--- config.mk ---
export PLATFORM = sky130hd
export DESIGN_NAME = pipe_ctrl
export DESIGN_NICKNAME = d
export VERILOG_FILES = /design/src/rtl/pipe_ctrl.sv
export SDC_FILE = /design/constraint.sdc
export NUM_CORES = 1
export LEC_CHECK = 0
export BUFFER_PORTS_ARGS = -buffer_cell sky130_fd_sc_hd__buf_4
export CAP_MARGIN = 15
export CORE_AREA = 2 2 77 79
export CTS_BUF_LIST = sky130_fd_sc_hd__clkbuf_16
export CTS_CLUSTER_SIZE = 24
export DETAILED_ROUTE_END_ITERATION = 6
export DIE_AREA = 0 0 79 81
export GPL_ROUTABILITY_DRIVEN = 0
export PLACE_DENSITY = 0.8
export SETUP_SLACK_MARGIN = 0.3
export SLEW_MARGIN = 10
export SYNTH_ARGS = -nofsm -noshare
export SYNTH_HDL_FRONTEND = slang
export SYNTH_SLANG_ARGS = --single-unit
--- constraint.sdc ---
create_clock -name clk -period 2.8 [get_ports clk]
set_clock_uncertainty 0.05 [all_clocks]
set_input_delay 0.28 -clock clk [delete_from_list [all_inputs] [get_ports clk]]
set_output_delay 0.28 -clock clk [all_outputs]
set_load 0.03 [all_outputs]
--- src/rtl/pipe_ctrl.sv ---
`default_nettype none
// ============================================================================
//  Module   : pipe_ctrl
//  Purpose  : Pipeline controller for an N-stage in-order MIPS pipeline.
//             Tracks per-stage valid/destination tags, detects load-use
//             hazards, produces execute-stage forwarding selects, and applies
//             branch flushes and external freezes. Drives stage-register
//             enables and the PC enable.
//  Ports    :
//    clk            in   clock, all state on rising edge
//    reset          in   synchronous, active-low
//    i_fetch_valid  in   IF delivers a valid instruction
//    i_id_rs/rt     in   decode source registers (RAW bits)
//    i_id_use_rs/rt in   corresponding source is read
//    i_id_rd        in   decode destination register
//    i_id_wr        in   decode instruction writes i_id_rd
//    i_id_load      in   decode instruction is a load
//    i_branch_taken in   instruction in BR_STAGE redirects the PC
//    i_freeze       in   external hold
//    o_pc_en        out  PC load enable (combinational)
//    o_stage_en     out  per-stage register enable (combinational)
//    o_stage_valid  out  per-stage valid bit (registered)
//    o_lu_stall     out  load-use stall (combinational)
//    o_fwd_rs/rt_sel out execute operand source, 0 = regfile, k = stage k
//    o_stall_cnt    out  saturating load-use stall counter
//    o_flush_cnt    out  saturating branch flush counter
//  Revision : 1.0  initial release
// ============================================================================
module pipe_ctrl #(
  parameter int STAGES     = 5,
  parameter int RAW        = 5,
  parameter int BR_STAGE   = 2,
  parameter int LOAD_READY = 4,
  parameter int SW         = $clog2(STAGES)
) (
  input  logic              clk,
  input  logic              reset,
  input  logic              i_fetch_valid,
  input  logic [RAW-1:0]    i_id_rs,
  input  logic [RAW-1:0]    i_id_rt,
  input  logic              i_id_use_rs,
  input  logic              i_id_use_rt,
  input  logic [RAW-1:0]    i_id_rd,
  input  logic              i_id_wr,
  input  logic              i_id_load,
  input  logic              i_branch_taken,
  input  logic              i_freeze,
  output logic              o_pc_en,
  output logic [STAGES-1:0] o_stage_en,
  output logic [STAGES-1:0] o_stage_valid,
  output logic              o_lu_stall,
  output logic [SW-1:0]     o_fwd_rs_sel,
  output logic [SW-1:0]     o_fwd_rt_sel,
  output logic [15:0]       o_stall_cnt,
  output logic [15:0]       o_flush_cnt
);

  // Stage 1 tags are the live i_id_* inputs; only stages 2..STAGES-2 need
  // stored tags because the writeback stage never forwards.
  logic [STAGES-1:0] r_valid;
  logic [STAGES-2:2] r_wr;
  logic [STAGES-2:2] r_load;
  logic [RAW-1:0]    r_dest [2:STAGES-2];
  logic [SW-1:0]     r_fwd_rs;
  logic [SW-1:0]     r_fwd_rt;
  logic [15:0]       r_stall_cnt;
  logic [15:0]       r_flush_cnt;

  logic [STAGES-2:2] w_m_rs;
  logic [STAGES-2:2] w_m_rt;
  logic [STAGES-2:2] w_ld_hit;
  logic              w_rs_nz;
  logic              w_rt_nz;
  logic              w_lu_stall;
  logic [SW-1:0]     w_fwd_rs;
  logic [SW-1:0]     w_fwd_rt;

  assign w_rs_nz = |i_id_rs;
  assign w_rt_nz = |i_id_rt;

  for (genvar s = 2; s <= STAGES-2; s++) begin : g_match
    assign w_m_rs[s] = r_valid[s] & r_wr[s] & (r_dest[s] == i_id_rs) & w_rs_nz;
    assign w_m_rt[s] = r_valid[s] & r_wr[s] & (r_dest[s] == i_id_rt) & w_rt_nz;
    // Only loads still short of LOAD_READY force a stall.
    assign w_ld_hit[s] = (s <= LOAD_READY-2) & r_load[s] &
                         ((w_m_rs[s] & i_id_use_rs) | (w_m_rt[s] & i_id_use_rt));
  end

  assign w_lu_stall = r_valid[1] & (|w_ld_hit);

  // The producer moves one stage further while the consumer enters execute,
  // hence s+1. Scanning oldest-to-youngest lets the youngest match win.
  always_comb begin
    w_fwd_rs = '0;
    w_fwd_rt = '0;
    for (int s = STAGES-2; s >= 2; s--) begin
      if (w_m_rs[s]) w_fwd_rs = SW'(s + 1);
      if (w_m_rt[s]) w_fwd_rt = SW'(s + 1);
    end
  end

  always_comb begin
    o_pc_en    = 1'b1;
    o_stage_en = '1;
    o_lu_stall = 1'b0;
    if (reset) begin
      o_lu_stall = w_lu_stall;
      if (i_freeze) begin
        o_pc_en    = 1'b0;
        o_stage_en = '0;
      end else if (i_branch_taken) begin
        o_pc_en    = 1'b1;
        o_stage_en = '1;
      end else if (w_lu_stall) begin
        o_pc_en    = 1'b0;
        o_stage_en = {{(STAGES-2){1'b1}}, 2'b00};
      end
    end
  end

  always_ff @(posedge clk) begin
    if (!reset) begin
      r_valid     <= '0;
      r_wr        <= '0;
      r_load      <= '0;
      for (int s = 2; s <= STAGES-2; s++) r_dest[s] <= '0;
      r_fwd_rs    <= '0;
      r_fwd_rt    <= '0;
      r_stall_cnt <= '0;
      r_flush_cnt <= '0;
    end else if (!i_freeze) begin
      if (i_branch_taken) begin
        // Older stages drain normally; everything up to BR_STAGE is squashed.
        for (int s = BR_STAGE; s <= STAGES-3; s++) begin
          r_wr[s+1]   <= r_wr[s];
          r_load[s+1] <= r_load[s];
          r_dest[s+1] <= r_dest[s];
        end
        for (int s = BR_STAGE; s <= STAGES-2; s++) r_valid[s+1] <= r_valid[s];
        for (int s = 0; s <= BR_STAGE; s++) r_valid[s] <= 1'b0;
        r_fwd_rs    <= '0;
        r_fwd_rt    <= '0;
        r_flush_cnt <= (r_flush_cnt == 16'hFFFF) ? r_flush_cnt : r_flush_cnt + 16'd1;
      end else begin
        for (int s = 2; s <= STAGES-3; s++) begin
          r_wr[s+1]   <= r_wr[s];
          r_load[s+1] <= r_load[s];
          r_dest[s+1] <= r_dest[s];
        end
        for (int s = 2; s <= STAGES-2; s++) r_valid[s+1] <= r_valid[s];
        r_wr[2]   <= i_id_wr;
        r_load[2] <= i_id_load;
        r_dest[2] <= i_id_rd;
        if (w_lu_stall) begin
          r_valid[2]  <= 1'b0;
          r_fwd_rs    <= '0;
          r_fwd_rt    <= '0;
          r_stall_cnt <= (r_stall_cnt == 16'hFFFF) ? r_stall_cnt : r_stall_cnt + 16'd1;
        end else begin
          r_valid[2] <= r_valid[1];
          r_valid[1] <= r_valid[0];
          r_valid[0] <= i_fetch_valid;
          r_fwd_rs   <= r_valid[1] ? w_fwd_rs : '0;
          r_fwd_rt   <= r_valid[1] ? w_fwd_rt : '0;
        end
      end
    end
  end

  assign o_stage_valid = r_valid;
  assign o_fwd_rs_sel  = r_fwd_rs;
  assign o_fwd_rt_sel  = r_fwd_rt;
  assign o_stall_cnt   = r_stall_cnt;
  assign o_flush_cnt   = r_flush_cnt;

endmodule
`default_nettype wire

Yosys cells after proc, flatten, opt, wreduce, memory -nomap -nowiden
Memory sizes are Yosys's and may differ from the RTL's.
Index checks and enable logic that the tools add are counted.
- add/subtract/negate cells: 2
- eq/ne operators: 7
- muxes and demuxes: 34
- bitwise operators: 22
- reductions and logical operators: 6
- operators with widths (kind ; number):
    $mux W3 ; 11
    $add A16 B1 Y16 const B ; 2
    $eq A16 B16 Y1 const B ; 2
    $mux W5 ; 5
    $eq A5 B5 Y1 ; 4
    $mux W1 ; 15
    $and A1 B1 Y1 ; 14
    $reduce_or A5 Y1 ; 2
    $mux W2 ; 3
    $not A1 Y1 ; 4
    $or A1 B1 Y1 ; 4
    $reduce_and A2 Y1 ; 2
    $reduce_and A4 Y1 ; 1
    $reduce_and A3 Y1 ; 1
    $ne A2 B2 Y1 const B ; 1
- register bits: 46
- RAM bits: 10
- input port bits: 24
- output and inout bits: 50
- logic and storage cells: 81
- memories: 1
- memory list (memory ; words ; bits a word ; read ports ; clocked after memory_dff ; write ports ; line ; RTL):
    r_dest ; 2 ; 5 ; 2 ; 0 ; 2 ; 63 ; logic [RAW-1:0] r_dest [2:STAGES-2];

Logic depth before layout (Yosys ltp)
Gate-level depths: netlist of the first run.
An unclocked memory read counts as a cell.
- word-level depth: 12
- mapped depth: 8
- mapped depth without buffers: 7

Worst setup path before layout of the first run
No wires, ideal clock.
- path kind: input to output
- from: input i_id_rt[1]
- to: output o_stage_en[0]
- arrival time: 2386 ps
- data required time: 2470 ps
- setup slack: 84 ps
- cell stages on the path: 7
- path buffers: 1
- cell sequence: or4_1 -> nor2_2 -> nor4_4 -> o211ai_1 -> nor2_1 -> o21ai_0 -> buf_4
- longest elaborated chain between the ends: 11
- elaborated cells between the ends (all ways): 12
- classes of those cells: eq/ne: 1; mux: 4; bitwise: 6; reduce/logical: 1
- RTL lines (item ; line ; RTL):
    start, declared ; 40 ; input logic [RAW-1:0] i_id_rt,
    $eq A5 B5 Y1 ; 83 ; assign w_m_rt[s] = r_valid[s] & r_wr[s] & (r_dest[s] == i_id_rt) & w_rt_nz;
    $and A1 B1 Y1 ; 83 ;
    $and A1 B1 Y1 * ; 83 ;
    $and A1 B1 Y1 * ; 86 ; ((w_m_rs[s] & i_id_use_rs) | (w_m_rt[s] & i_id_use_rt));
    $or A1 B1 Y1 * ; 86 ;
    $and A1 B1 Y1 * ; 85 ; assign w_ld_hit[s] = (s <= LOAD_READY-2) & r_load[s] &
    $and A1 B1 Y1 * ; 89 ; assign w_lu_stall = r_valid[1] & (|w_ld_hit);
    $mux W2 * ; 114 ; end else if (w_lu_stall) begin
    $mux W2 * ; 111 ; end else if (i_branch_taken) begin
    $mux W5 * ; 108 ; if (i_freeze) begin
    $mux W5 * ; 106 ; if (reset) begin
    end, declared ; 49 ; output logic [STAGES-1:0] o_stage_en,
Mark *: on every way between the ends. The rest lies on a longest branch, timed or not.

==> results.txt, run 1 <==
Yosys top cell area share: 0.325
Setup CP Type: reg2out
Post-DRT Antenna Nets: 0
# hold bufs at CTS: 0
hold crit path type: in2reg
CTS buffer count: 5
Die Wd: 79 um
Diodes inserted: 0
mux cell area share after synthesis: 0.0189
final slew viol count: 0
min cycle time layout: 2.53 ns
ys async rst share: 0
# fillers: 473
Worst setup SP type: register
Hold Startpoint: i_id_load
final cell count without fillers: 452
Root Driver: clkbuf_16
simple-gate share of the synthesized area: 0.264
Total Nets Final: 402
via count: 2461
max_slew headroom: 0.654
Cells after Synth: 304
critical path endpoint category: output pin
Post-Syn Nets: 330
Rows: 28
Post-Route WL: 6530 um
Post-Synth Adder-Cell Area: 0.00922
H-tree levels: 2
final worst-path cycle share: 0.903
combinational family with the most area after synthesis: simple AND/OR/NAND/NOR gates
hold path cells: 3
R2R cell count: 8
number of global-route vias before repair: 2222
Final Hold Viols: 0
clk sink count: 54
CTS Buffer Depth: 2
R2R setup slack: 0.33 ns
power density over the cells: 477 nW/um^2
Synth Area in XOR/XNOR: 0.107
Placed Cells: 439
unrepaired setup endpoints after global routing: yes
status: finished, final reports clean
Detailed Routing Iterations Pass 1: 4
Synth Flop Type: dfxtp_1
GRT Util Overall: 0.197
Worst R2R Start: r_dest[1][0]
port bufs: 73
first-pass GRT wire length: 10000 um
Sum Neg Setup Slack: 0 ns
static leakage: 1.38 nW
Post-DP HPWL: 4590 um
flops & latches, synth: 54
EDFF count, synth: 10
Least-Margin Pin Slew: 0.515 ns
clock transition at the registers of the reported paths: 0.07 ns
cell accounting for the most synthesized area: dfxtp_1
Die ar.: 6400 sq um
crit path DAT: 2.20 ns
maximum clock frequency: 396 MHz
WP data required: 2.47 ns
Iteration-0 DRC Markers: 165
post-synthesis compound-gate area fraction: 0.110
initial antenna violation count: 0
maximum vdd ir drop: 0.302 mV
TritonCTS clock tree: built
DRC: 0
Worst Hold End: r_load[2]
post-synthesis cell area: 2710 sq um
Setup-failing EPs final: 0
Vias/cell: 5.44
warning count from the yosys run: 0
ranking of synthesized cells by area: dfxtp_1 (32%), edfxtp_1 (11%), xnor2_1 (7.4%), a21oi_1 (3.5%), nand3_1 (3.5%)
Syn Area/Cell: 8.93 sq um
RR Endpoint: o_stall_cnt[14]
Die Y: 81 um
area grow syn2layout: 28.5%
wire per inst: 14.4 um
max_cap viols: 0
Ports: 74
post-synth cell types: 41
crit-path max FO: 4
sequential fraction of the synthesis area: 0.435
area of the core: 5680 sq um
initial core utilization: 0.478
total congestion overflow: 0
largest net degree at the start of global routing: 31
share of cells above drive strength 1: 0.257
Clk Latency, worst-skew pair: 0.29 ns
==> logic make-up (layout without fill, tap and decap cells) <==
family                     count (synthesis)  count (layout)
and+or+nand+nor                          130             130
DFF                                       54              54
AOI/OAI and AO/OA                         52              52
xor gates and xnor gates                  33              33
buffers and inverters                     28             101
muxes                                      5               5
adders and majority gates                  2               2
==> cell usage after synthesis (6+ instances only) <==
library cell	count
dfxtp_1	44
nor2_1	24
xnor2_1	23
nand2_1	21
a21oi_1	19
nand3_1	19
or3_1	15
o21ai_0	13
inv_1	12
nand4_1	11
o21ai_1	11
and2_1	10
edfxtp_1	10
xor2_1	10
and3_1	9
buf_4	6
==> cell type report <==
type	instances	area, sq um	share of cell area
multi-input cells	222	1400	0.400
flip-flops and latches	54	1180	0.339
repair buffers	81	608	0.174
clock buffers	5	125	0.0359
well taps	75	93.8	0.0269
inverters	12	45.0	0.0129
clock inverters	3	37.5	0.0108
==> worst max-delay path: stages, from the launching register on <==
cell and delay (ns):
edfxtp_1 0.48, xnor2_2 0.21, nand3_2 0.15, nor4_4 0.41, buf_4 0.18, o211a_1 0.18
and2_1 0.14, buf_4 0.16
==> how the worst max path moves through the flow <==
stage	from	end	slack, ns	depth (start not counted)
floorplan	i_id_rt[1]	o_stage_en[0]	0.37	7
global placement	i_id_rt[1]	o_pc_en	0.55	8
detailed placement	i_id_rt[1]	o_stage_en[0]	0.53	8
CTS	r_dest[1][0]	o_stage_en[0]	0.37	7
global route	r_dest[1][0]	o_stage_en[0]	0.17	7
finish	r_dest[1][0]	o_lu_stall	0.27	7
==> per-layer routing <==
layer / global-route usage / vias up / wire length, um
met1: 0.241 / 1160 / 2670
met4: 0.0500 / 0 / 102
li1: - / 1216 / -
met3: 0.0444 / 11 / 354
met5: 0 / - / 0
met2: 0.352 / 74 / 3400
==> power breakdown <==
group	leakage, nW	switching [mW]	internal (mW)	total (mW)
clock	0.0864	0.273	0.416	0.689
combinational	0.833	0.0804	0.0666	0.147
sequential	0.461	0.0194	0.807	0.827
==> cells in the final DEF (no fill, tap or decap), types with 2 or more instances in the layout <==
master / Yosys / layout
edfxtp_1: 10 / 10
nor2_2: 3 / 3
buf_4: 6 / 81
or4_1: 2 / 2
nor4_1: 2 / 2
a21oi_1: 19 / 19
nor2_1: 24 / 24
mux2i_1: 4 / 4
nand2_1: 21 / 21
nor3_1: 5 / 5
nand4_1: 11 / 11
and3_1: 9 / 9
or3_1: 15 / 15
and4_1: 5 / 5
o21ai_1: 11 / 11
clkbuf_16: 0 / 5
nor4_4: 2 / 2
and2_1: 10 / 10
ha_1: 2 / 2
xnor2_1: 23 / 22
inv_1: 12 / 14
xor2_1: 10 / 10
o21ai_0: 13 / 12
dfxtp_1: 44 / 44
nand3_1: 19 / 18
==> flip-flops by register name, indices dropped and copies added (netlist names) <==
register and count:
o_flush_cnt 16, o_stall_cnt 16, r_dest 10, o_stage_valid 5
o_fwd_rs_sel 2, o_fwd_rt_sel 2, r_wr 2, r_load 1
==> through the flow <==
step / hold slack (ns) / utilization / cell area, sq um / setup slack [ns] / power [mW]
after floorplan: 0.366 / - / 2710 / 0.372 / 0.924
after detailed placement: 0.391 / 0.576 / 3270 / 0.529 / 0.986
after global placement: 0.383 / 0.576 / 3270 / 0.553 / 0.980
after CTS: 0.185 / 0.605 / 3430 / 0.371 / 1.66
final: 0.190 / 0.614 / 3490 / 0.272 / 1.66
after global routing: 0.203 / 0.614 / 3490 / 0.166 / 1.72
==> repair_timing <==
item / in CTS / in global routing
setup buffers: 0 / 5
resized for setup: 0 / 3
endpoints found under the hold margin: 0 / 0
setup endpoints to repair: 0 / 3
(Power assumes the default switching activity.)
==> run 2, diff against run 1 <==
- CELL_PAD_IN_SITES_DETAIL_PLACEMENT: unset -> 0
- CELL_PAD_IN_SITES_GLOBAL_PLACEMENT: unset -> 1
- CORE_AREA: 2 2 77 79 -> 2 2 62 123
- DIE_AREA: 0 0 79 81 -> 0 0 64 125
- PLACE_DENSITY: 0.8 -> 0.84
==> results.txt, run 2 (synthesis gave the netlist of run 1 again) <==
status: finished, final reports clean
Final Hold Viols: 0
Vias/cell: 5.21
first-pass GRT wire length: 11100 um
Ports: 74
Die Y: 125 um
most common cell after layout, fill and taps aside: buf_4
Worst setup SP type: register
largest net degree at the start of global routing: 31
GRT Util Overall: 0.172
clock transition at the registers of the reported paths: 0.06 ns
max_cap viols: 0
Setup-failing EPs final: 0
most frequent cells in the layout: buf_4 (78), dfxtp_1 (44), nor2_1 (24)
CTS Buffer Depth: 2
number of global-route vias before repair: 2343
port bufs: 73
crit path from: r_dest[1][3]
clk sink count: 54
DRC: 0
Root Driver: clkbuf_16
Least-Margin Pin Slew: 0.652 ns
crit path DAT: 2.05 ns
static leakage: 1.34 nW
Post-Route WL: 6460 um
sequential power share: 0.528
via count: 2427
CTS buffer count: 5
hold crit path type: in2reg
Hold Startpoint: i_id_wr
Area after DPL: 3280 sq um
R2R setup slack: 0.55 ns
Pint: 1.20 mW
# hold bufs at CTS: 0
min cycle time layout: 2.38 ns
share of cells above drive strength 1: 0.243
fin util: 0.485
Clk Latency, worst-skew pair: 0.30 ns
total congestion overflow: 0
critical path endpoint category: output pin
switching pwr: 363 uW
area of the core: 7100 sq um
share of total power in combinational logic: 0.094
power density over the cells: 454 nW/um^2
TritonCTS clock tree: built
Die Wd: 64 um
Post-DP HPWL: 4910 um
RR Endpoint: o_stall_cnt[4]
wire per inst: 13.9 um
initial core utilization: 0.382
Total Nets Final: 399
WP data required: 2.47 ns
clock share of power: 0.379
H-tree levels: 2
crit-path max FO: 4
maximum clock frequency: 419 MHz
Iteration-0 DRC Markers: 147
switching fraction of total power: 0.232
Sum Neg Setup Slack: 0 ns
maximum vdd ir drop: 0.351 mV
R2R cell count: 7
Rows: 44
Detailed Routing Iterations Pass 1: 4
Setup CP Type: reg2out
Die ar.: 8000 sq um
Post-DRT Antenna Nets: 0
CP endpoint: o_stage_en[0]
Post-Layout Inst Area: 3440 sq um
max_slew headroom: 0.565
unrepaired setup endpoints after global routing: no
final worst-path cycle share: 0.852
Post-CTS Resized: 0
final slew viol count: 0
Diodes inserted: 0
Worst R2R Start: r_dest[1][4]
area grow syn2layout: 26.9%
initial antenna violation count: 0
-- run 2: cell count changes in the layout (fill, tap and decap cells not counted) --
cell       previous run  this run
xnor2_2               1         0
buf_4                81        78
nand3_2               1         0
xnor2_1              22        23
o21ai_2               1         0
nand3_1              18        19
clkinv_1              0         1
bufinv_16             1         0
o21ai_1              11        12
inv_1                14        13
clkinv_2              0         1
-- run 2: worst max-delay path, stage by stage, from the launching register on --
cell	delay, ns
edfxtp_1	0.41
buf_4	0.16
xnor2_1	0.14
nand4_1	0.21
nor4_4	0.29
o211ai_1	0.16
nor2_1	0.11
o21ai_1	0.10
buf_4	0.19
-- run 2: area by class of cell --
class                           count  area, sq um
Tap cell                           92          115
Timing Repair Buffer               78          586
Clock inverter                      3         12.5
Clock buffer                        5          125
Inverter                           12         45.0
Multi-Input combinational cell    222         1380
Fill cell                         688         3660
Sequential cell                    54         1180
-- run 2: stage by stage --
step	power [mW]	hold slack [ns]	std cells	worst slack, ns
3_3_place_gp	0.980	0.406	455	0.596
2_1_floorplan	0.924	0.366	304	0.372
5_1_grt	1.63	0.201	466	0.306
3_5_place_dp	0.984	0.417	455	0.539
4_1_cts	1.57	0.186	463	0.405
6_report	1.56	0.188	466	0.415
-- run 2: layer usage --
layer  vias to the layer above  share of wire  track usage
met5                         -              0            0
met4                         0          0.023       0.0754
met3                        12          0.063       0.0441
met2                        72           0.50        0.279
met1                      1138           0.42        0.210
li1                       1205              -            -
-- run 2: power by group through the flow --
stage / logic [mW] / clock network [mW] / registers [mW]
after floorplan: 0.0816 / 0 / 0.843
after global placement: 0.138 / 0 / 0.842
after detailed placement: 0.142 / 0 / 0.842
after CTS: 0.142 / 0.607 / 0.825
after global routing: 0.160 / 0.643 / 0.826
final: 0.147 / 0.592 / 0.824
-- run 2: how the worst min path moves through the flow --
stage               slack, ns  cells past startpoint              end
global placement         0.41                      2  o_fwd_rt_sel[2]
detailed placement       0.42                      2  o_fwd_rs_sel[2]
finish                   0.19                      3          r_wr[2]
global route             0.20                      3          r_wr[2]
CTS                      0.19                      3          r_wr[2]
floorplan                0.37                      2          r_wr[2]
-- run 2: repair_timing --
item / 4_1_cts / 5_1_grt
buffers inserted: 0 / 3
hold endpoints to repair: 0 / 0
endpoints found under the setup margin: 0 / 3
==> run 3, diff against run 2 <==
- ABC_AREA: unset -> 1
- BUFFER_PORTS_ARGS: -buffer_cell sky130_fd_sc_hd__buf_4 -> unset
- DONT_BUFFER_PORTS: unset -> 1
- PLACE_DENSITY: 0.84 -> 0.82
- clock period: 2.8 -> 2.27 ns (I/O delays scaled with it)
==> results.txt, run 3 <==
status: finished, final reports clean
Worst R2R Start: o_flush_cnt[0]
share of cells above drive strength 1: 0.228
# fillers: 737
Worst setup SP type: register
area of the core: 7100 sq um
ranking of synthesized cells by area: dfxtp_1 (29%), nand2_1 (12%), edfxtp_1 (9.7%), nand3_1 (7.5%), inv_1 (5.5%)
Final Hold Viols: 0
ys async rst share: 0
first-pass GRT wire length: 12700 um
crit path DAT: 1.80 ns
R2R cell count: 9
maximum clock frequency: 483 MHz
number of global-route vias before repair: 2737
flops & latches, synth: 54
Clk Latency, worst-skew pair: 0.29 ns
cell accounting for the most synthesized area: dfxtp_1
final worst-path cycle share: 0.913
max_slew headroom: 0.460
Critical Path Slowest Stage Cell: edfxtp_1
power density over the cells: 514 nW/um^2
Setup CP Type: reg2out
GRT Util Overall: 0.195
critical path endpoint category: output pin
Hold Startpoint: i_freeze
Cells after Synth: 427
most common cell after layout, fill and taps aside: nand2_1
TritonCTS clock tree: built
Yosys top cell area share: 0.285
delay of the slowest critical-path stage: 0.43 ns
final slew viol count: 0
Syn Area/Cell: 7.23 sq um
unrepaired setup endpoints after global routing: yes
DRC: 0
clk sink count: 54
hold path cells: 2
count leader, synth: nand2_1
Worst Hold End: r_wr[3]
Post-DRT Antenna Nets: 0
area grow syn2layout: 20.9%
total congestion overflow: 0
Area after DPL: 3410 sq um
Die Y: 125 um
Total Nets Final: 499
Sum Neg Setup Slack: 0 ns
sequential fraction of the synthesis area: 0.383
min cycle time layout: 2.07 ns
wire per inst: 13.4 um
Detailed Routing Iterations Pass 1: 5
Post-Route WL: 7610 um
H-tree levels: 2
static leakage: 1.43 nW
initial antenna violation count: 0
top cells by count, synth: nand2_1 (96), nand3_1 (46), inv_1 (45), dfxtp_1 (44), nor2_1 (43)
post-synthesis cell area: 3090 sq um
Post-Syn Nets: 453
Rows: 44
R2R setup slack: 0.45 ns
most frequent cells in the layout: nand2_1 (88), buf_4 (53), inv_1 (44)
largest net degree at the start of global routing: 25
Setup-failing EPs final: 0
Root Driver: clkbuf_16
port bufs: 0
CTS Buffer Depth: 2
RR Endpoint: o_flush_cnt[15]
Vias/cell: 5.09
Least-Margin Pin Slew: 0.807 ns
WP data required: 1.99 ns
Diodes inserted: 0
max_cap viols: 0
Worst path most repeated cell: nand2_2
crit-path max FO: 4
initial core utilization: 0.434
Post-DP HPWL: 5780 um
CTS buffer count: 5
via count: 2881
maximum vdd ir drop: 0.297 mV
EDFF count, synth: 10
Post-Layout Inst Area: 3730 sq um
hold crit path type: in2reg
Die ar.: 8000 sq um
Iteration-0 DRC Markers: 204
warning count from the yosys run: 0
Die Wd: 64 um
Synth Flop Type: dfxtp_1
worst path cell trace: inv_2, nand2_2, nand2_2, nand2_2, nor2_2, nand3_2, nand2_2, nand3_4, nand2_4, nand3_4
post-synth cell types: 35
clock transition at the registers of the reported paths: 0.07 ns
Ports: 74
## run 3: cell types whose count changed after synthesis, sizes merged, moves of 9 or more
cell,before,now
xnor2,23,11
o21ai,24,13
inv,12,48
or3,15,0
nand2,21,108
and2,10,0
nor2,27,45
a21oi,19,31
nand3,19,47
nor3,5,14
## run 3: where the power goes
group,internal [mW],switching [mW]
registers,0.995,0.0187
clock network,0.402,0.341
logic,0.0588,0.102
total,1.46,0.462
## run 3: worst max path at each step
stage / startpoint / to / slack [ns] / cells past startpoint
after floorplan: o_stage_valid[2] / o_stage_en[0] / 0.32 / 9
after global placement: o_stall_cnt[0] / o_stall_cnt[4] / 0.19 / 9
after detailed placement: o_stall_cnt[0] / o_stall_cnt[0] / 0.13 / 9
after CTS: r_dest[1][4] / o_pc_en / 0.15 / 8
after global routing: r_dest[1][2] / o_stage_en[0] / 0.07 / 10
final: r_dest[1][2] / o_pc_en / 0.20 / 10
## run 3: critical path, delay by kind of cell, from the launching register on
family | cells | cell delay [ns]
flip-flops | 1 | 0.43
AND/OR/NAND/NOR | 9 | 0.96
buffers and inverters | 1 | 0.10
## run 3: cells by family after synthesis
logic type / Yosys count / share of synthesized area
simple gates: 227 / 0.332
buf+inv: 64 / 0.0925
compound gates: 54 / 0.111
flops: 54 / 0.383
xor+xnor: 26 / 0.0738
fa+ha+maj: 2 / 0.00811
## run 3: through the flow
step | util | worst slack (ns) | std cells | hold WS (ns) | power, mW
6_report | 0.525 | 0.198 | 566 | 0.0178 | 1.92
5_1_grt | 0.525 | 0.0718 | 566 | 0.0237 | 1.99
4_1_cts | 0.513 | 0.148 | 558 | 0.0101 | 1.92
3_5_place_dp | 0.480 | 0.129 | 543 | 0.299 | 1.17
3_3_place_gp | 0.480 | 0.192 | 543 | 0.291 | 1.17
2_1_floorplan | - | 0.319 | 427 | 0.290 | 1.15
## run 3: timing repair
item / in CTS / in global routing
endpoints found under the hold margin: 2 / 0
hold buffers: 2 / 0
buffers inserted: 5 / 8
gates resized for setup: 9 / 10
endpoints found under the setup margin: 20 / 30
pin swaps: 9 / 13
## run 3: per-layer routing
| metal | global-route usage | vias up | part of all wire |
|---|---|---|---|
| met5 | 0 | - | 0 |
| met4 | 0.0665 | 0 | 0.016 |
| met3 | 0.0477 | 7 | 0.064 |
| met2 | 0.309 | 90 | 0.48 |
| met1 | 0.257 | 1309 | 0.44 |
| li1 | - | 1475 | - |
## run 3: final cells by class
| type | instances | area (sq um) | share of cell area |
|---|---|---|---|
| clock buffer | 5 | 125 | 0.0335 |
| sequential | 54 | 1180 | 0.317 |
| multi-input combinational | 309 | 1690 | 0.453 |
| inverter | 48 | 184 | 0.0493 |
| tap | 92 | 115 | 0.0309 |
| timing repair buffer | 55 | 418 | 0.112 |
| clock inverter | 3 | 15.0 | 0.00402 |
